$ cat src/rtl/pattern_scan_ctrl.sv
// pattern_scan_ctrl: frame-based serial pattern scanner.
// Each frame of 1..16 words is loaded one word at a time and shifted MSB
// first into a pattern detector. Every occurrence, overlapping ones and
// ones that span words, pulses match_pulse and bumps a saturating counter.
// Optional build macro: PATTERN_PROG_EN adds a programmable 4-bit pattern
// port. Without it the detector looks for a fixed 1101.
module pattern_scan_ctrl #(
   parameter int DATA_W = 8,
   parameter int CNT_W  = 8
) (
   input  logic              clk,
   input  logic              reset,
   input  logic              start,
   input  logic [3:0]        frame_len,
`ifdef PATTERN_PROG_EN
   input  logic [3:0]        pattern,
`endif
   input  logic              in_valid,
   input  logic [DATA_W-1:0] in_data,
   output logic              in_ready,
   output logic              busy,
   output logic              match_pulse,
   output logic [CNT_W-1:0]  match_cnt,
   output logic              done
);

   localparam int BW = (DATA_W > 1) ? $clog2(DATA_W) : 1;

   typedef enum logic [1:0] {IDLE, LOAD, SHIFT, DONE} state_t;

   state_t            state, state_nxt;
   logic [4:0]        words_left;
   logic [BW-1:0]     bit_cnt;
   logic [DATA_W-1:0] shreg;
   logic              in_bit;
   logic              frame_start;
   logic              accept;
   logic              shift_en;
   logic              hit;

   assign in_bit      = shreg[DATA_W-1];
   assign frame_start = (state == IDLE) && start;
   assign accept      = (state == LOAD) && in_valid;
   assign shift_en    = (state == SHIFT);

   // State register
   always_ff @(posedge clk or posedge reset) begin
      if (reset) state <= IDLE;
      else       state <= state_nxt;
   end

   // Next-state and status outputs
   always_comb begin
      state_nxt = state;
      in_ready  = 1'b0;
      busy      = 1'b1;
      done      = 1'b0;
      case (state)
         IDLE: begin
            busy = 1'b0;
            if (start) state_nxt = LOAD;
         end
         LOAD: begin
            in_ready = 1'b1;
            if (in_valid) state_nxt = SHIFT;
         end
         SHIFT: begin
            if (bit_cnt == '0) state_nxt = (words_left == 5'd1) ? DONE : LOAD;
         end
         DONE: begin
            done      = 1'b1;
            state_nxt = IDLE;
         end
         default: state_nxt = IDLE;
      endcase
   end

   // Word/bit counters, shift register, registered match pulse and counter
   always_ff @(posedge clk or posedge reset) begin
      if (reset) begin
         words_left  <= '0;
         bit_cnt     <= '0;
         shreg       <= '0;
         match_pulse <= 1'b0;
         match_cnt   <= '0;
      end else begin
         match_pulse <= 1'b0;
         if (frame_start) begin
            words_left <= (frame_len == 4'd0) ? 5'd16 : {1'b0, frame_len};
            match_cnt  <= '0;
         end
         if (accept) begin
            shreg   <= in_data;
            bit_cnt <= BW'(DATA_W - 1);
         end
         if (shift_en) begin
            shreg   <= shreg << 1;
            bit_cnt <= bit_cnt - 1'b1;
            if (bit_cnt == '0) words_left <= words_left - 1'b1;
            if (hit) begin
               match_pulse <= 1'b1;
               if (match_cnt != '1) match_cnt <= match_cnt + 1'b1;
            end
         end
      end
   end

`ifdef PATTERN_PROG_EN
   logic [3:0] pat_q;
   logic [2:0] hist;
   logic [1:0] hist_n;

   // A match needs three earlier bits of this frame plus the incoming bit
   assign hit = shift_en && (hist_n == 2'd3) && ({hist, in_bit} == pat_q);

   // Pattern latch and 3-bit history with saturating fill count
   always_ff @(posedge clk or posedge reset) begin
      if (reset) begin
         pat_q  <= '0;
         hist   <= '0;
         hist_n <= '0;
      end else if (frame_start) begin
         pat_q  <= pattern;
         hist   <= '0;
         hist_n <= '0;
      end else if (shift_en) begin
         hist <= {hist[1:0], in_bit};
         if (hist_n != 2'd3) hist_n <= hist_n + 2'd1;
      end
   end
`else
   typedef enum logic [2:0] {D_NONE, D_1, D_11, D_110, D_1101} det_t;

   det_t det, det_nxt;

   // Pulse on entering the accept state; counting on the transition keeps
   // a stalled LOAD sitting in D_1101 from re-triggering.
   assign hit = shift_en && (det_nxt == D_1101);

   // Overlapping 1101 detector transitions
   always_comb begin
      det_nxt = D_NONE;
      case (det)
         D_NONE: det_nxt = in_bit ? D_1    : D_NONE;
         D_1:    det_nxt = in_bit ? D_11   : D_NONE;
         D_11:   det_nxt = in_bit ? D_11   : D_110;
         D_110:  det_nxt = in_bit ? D_1101 : D_NONE;
         D_1101: det_nxt = in_bit ? D_11   : D_NONE;
         default: det_nxt = D_NONE;
      endcase
   end

   // Detector state advances only while shifting; cleared per frame
   always_ff @(posedge clk or posedge reset) begin
      if (reset)            det <= D_NONE;
      else if (frame_start) det <= D_NONE;
      else if (shift_en)    det <= det_nxt;
   end
`endif

endmodule

$ cat config.mk
export PLATFORM = sky130hd
export DESIGN_NAME = pattern_scan_ctrl
export DESIGN_NICKNAME = d
export VERILOG_FILES = /design/src/rtl/pattern_scan_ctrl.sv
export SDC_FILE = /design/constraint.sdc
export NUM_CORES = 1
export LEC_CHECK = 0
export ABC_AREA = 1
export CORE_ASPECT_RATIO = 1.1
export CORE_MARGIN = 4
export CORE_UTILIZATION = 44
export DETAILED_ROUTE_END_ITERATION = 12
export PLACE_DENSITY = 0.65
export RECOVER_POWER = 25
export SETUP_SLACK_MARGIN = 0.02
export SLEW_MARGIN = 20
export SYNTH_ARGS = -nofsm -noshare
export SYNTH_HDL_FRONTEND = slang
export SYNTH_SLANG_ARGS = --single-unit
$ cat constraint.sdc
create_clock -name clk -period 2.1 [get_ports clk]
set_clock_uncertainty 0.1 [all_clocks]
set_input_delay 0.42 -clock clk [delete_from_list [all_inputs] [get_ports clk]]
set_output_delay 0.42 -clock clk [all_outputs]
set_load 0.02 [all_outputs]
==> impl_metrics.csv <==
group,metric,value,unit
run_status,status,"complete, no violations",
logic_synthesis,syn-mean-instance-area,8.03,um2
placed_design,portBuffers,27,
clock_tree,postCtsSetupBuffers,0,
sta,worstMarginPinSlew,735,ps
global_routing,overflow,0,
finish,fill_cells,374,
clock_tree,cts_tree,"done",
detailed_routing,wire_per_inst,11.0,um
floorplanning,top_level_ports,28,
finish,final_cell_mix,"nand2_1, inv_1, dfrtp_1, clkdlybuf4s50_1, nand3_1",
global_routing,grt_pass1_vias,1406,
finish,syn2layout_area_growth,23.7,%
power_and_ir_drop,total_power,0.00228,W
detailed_routing,vias,1437,
finish,drive_gt1_share,12.0,%
worst_setup_path,worstPathRequired,1580,ps
logic_synthesis,ys_warn_count,0,
power_and_ir_drop,peakVddDrop,0.697,mV
finish,finalNonFillerCells,301,
sta,relSlewSlack,51.0,%
power_and_ir_drop,power.density,1060,nW/um2
finish,fin_nets,271,
clock_tree,insertion_delay,280,ps
detailed_routing,first_iter_violations,114,
sta,final.setup.tns,0,ps
floorplanning,rows,23,
worst_setup_path,reg2reg_slack,460,ps
clock_tree,root_buffer,"clkbuf_8",
detailed_routing,viasPerCell,4.77,
detailed_routing,drt-total-wl,3310,um
worst_setup_path,crit_fanout,5,
floorplanning,start_util,46.6,%
clock_tree,numClockSinks,30,
min_path,hold_path.class,"reg -> reg",
clock_tree,cts_buffer_depth,2,
worst_setup_path,worstPathArrival,1480,ps
clock_tree,cts_buffers,5,
placed_design,gp_congestion,0.819,
job,drv_cap,0,
detailed_routing,firstDrtPassIters,4,
global_routing,grt_pass1_wl,6200,um
logic_synthesis,synthesis.instances,217,
floorplanning,die_h,74.0,um
placed_design,dp_hpwl,2450,um
global_routing,grt_max_degree,31,
power_and_ir_drop,p_leak,1.06,nW
logic_synthesis,yosys_register_bits,30,
sta,setup-violations-final,0,
clock_tree,cts_hold_buf,0,
sta,fin_crit,2000,ps
logic_synthesis,ys_seq_area_share,43.1,%
sta,slew_violations,0,
worst_setup_path,cp-end-kind,"output pin",
sta,fmax,500,MHz
worst_setup_path,setup.worst_path.class,"reg -> out",
logic_synthesis,yosysUniqueCellTypes,32,
floorplanning,core-area,3740,um2
finish,antenna_cells,0,
global_routing,grtUsageTotal,16.1,%
sta,post-route-period-util,95.3,%
logic_synthesis,netlist_area,1740,um2
sta,finalHoldViolCount,0,
clock_tree,htreeDepth,2,
sta,rsz0062_at_grt,"false",
logic_synthesis,synth_nets,238,
worst_setup_path,start_kind,"flip-flop",
detailed_routing,drtAntennaViolNets,0,
finish,mostFrequentLayoutCell,"nand2_1",
detailed_routing,drc,0,
placed_design,placed_cells,293,
clock_tree,clk_pin_slew_worst_paths,60,ps
floorplanning,die_w,68.0,um
global_routing,antenna_found_initial,0,
floorplanning,die_area,5030,um2
metrics by stage:
stage / setup slack [ps] / util [%] / hold WS [ps] / instance area, um2
finish: 98.7 / 57.6 / 415 / 2160
global route: 22.8 / 57.6 / 457 / 2160
CTS: 39.8 / 57.6 / 419 / 2160
detailed placement: 217 / 55.2 / 405 / 2060
global placement: 241 / 55.2 / 403 / 2060
floorplan: 592 / - / 386 / 1740
registers in the layout, indices dropped and copies added, names as in the netlist:
| signal | cells |
|---|---|
| match_cnt | 8 |
| shreg | 8 |
| words_left | 5 |
| bit_cnt | 3 |
| det | 3 |
| state | 2 |
| match_pulse | 1 |
layout make-up:
type	count	area, um2	area share [%]
clock buffer	7	86.3	4.00
clock inverter	1	5.00	0.232
inverter	37	140	6.50
multi-input combinational	146	817	37.9
sequential	30	753	34.9
tap	50	62.6	2.90
timing repair buffer	30	292	13.5
worst paths after layout:
kind / cells after the start / start / endpoint
worst max-delay path: 3 / state[1]$_DFFE_PP0P_ / done
min in group asynchronous: 3 / reset / match_cnt[6]$_DFF_PP0_
worst min-delay path: 2 / shreg[3]$_DFFE_PP0P_ / shreg[3]$_DFFE_PP0P_
worst max register to register: 6 / state[0]$_DFFE_PP0P_ / match_cnt[6]$_DFF_PP0_
max in group asynchronous: 3 / reset / state[0]$_DFFE_PP0P_
worst min register to register: 2 / shreg[3]$_DFFE_PP0P_ / shreg[3]$_DFFE_PP0P_
cell families (layout without fill, tap and decap cells):
logic type | after synthesis | in the layout | synth area share (%)
xor gates and xnor gates | 3 | 3 | 1.51
AOI/OAI and AO/OA | 48 | 48 | 16.9
adders and majority gates | 5 | 5 | 3.59
DFF | 30 | 30 | 43.1
buffers and inverters | 41 | 75 | 10.0
and+or+nand+nor | 90 | 90 | 24.9
worst max-delay path, cell delays in order (launching register included):
cell and delay (ps):
dfrtp_2 450, nand2_1 110, inv_1 60, clkdlybuf4s50_1 590
per-layer routing:
layer  routed length, um  vias up  share of wire, %  track usage [%]
met5                   0        -                 0                0
met4                  14        0              0.42             5.30
met3                 145        2               4.4             4.08
met2                1590       26                48             25.1
met1                1560      634                47             21.9
li1                    -      775                 -                -
power by group:
group / internal [W] / switching, W / total, W / leakage (nW)
Clock: 0.000264 / 0.000210 / 0.000474 / 0.0482
Combinational: 0.000355 / 0.000567 / 0.000922 / 0.636
Sequential: 0.000758 / 0.000128 / 0.000887 / 0.378
Total: 0.00138 / 0.000905 / 0.00228 / 1.06
cell usage after synthesis, drive strengths merged:
library cell	number	area, um2
nor3	2	15.0
clkinv	1	5.00
nand3b	1	7.51
o22ai	3	25.0
xnor2	2	17.5
nand3	17	85.1
xor2	1	8.76
inv	36	135
o21ai	22	114
nand4	2	12.5
a21oi	12	67.6
buf	4	35.0
nand2	53	224
nor2	15	90.1
o211ai	9	72.6
ha	5	62.6
dfrtp	30	751
a22oi	2	15.0
timing repair:
| item | CTS | global route |
|---|---|---|
| setup endpoints to repair | 3 | 1 |
| cloned | 0 | 0 |
| resized for setup | 3 | 1 |
No activity file was read; power rests on OpenSTA's default activity.
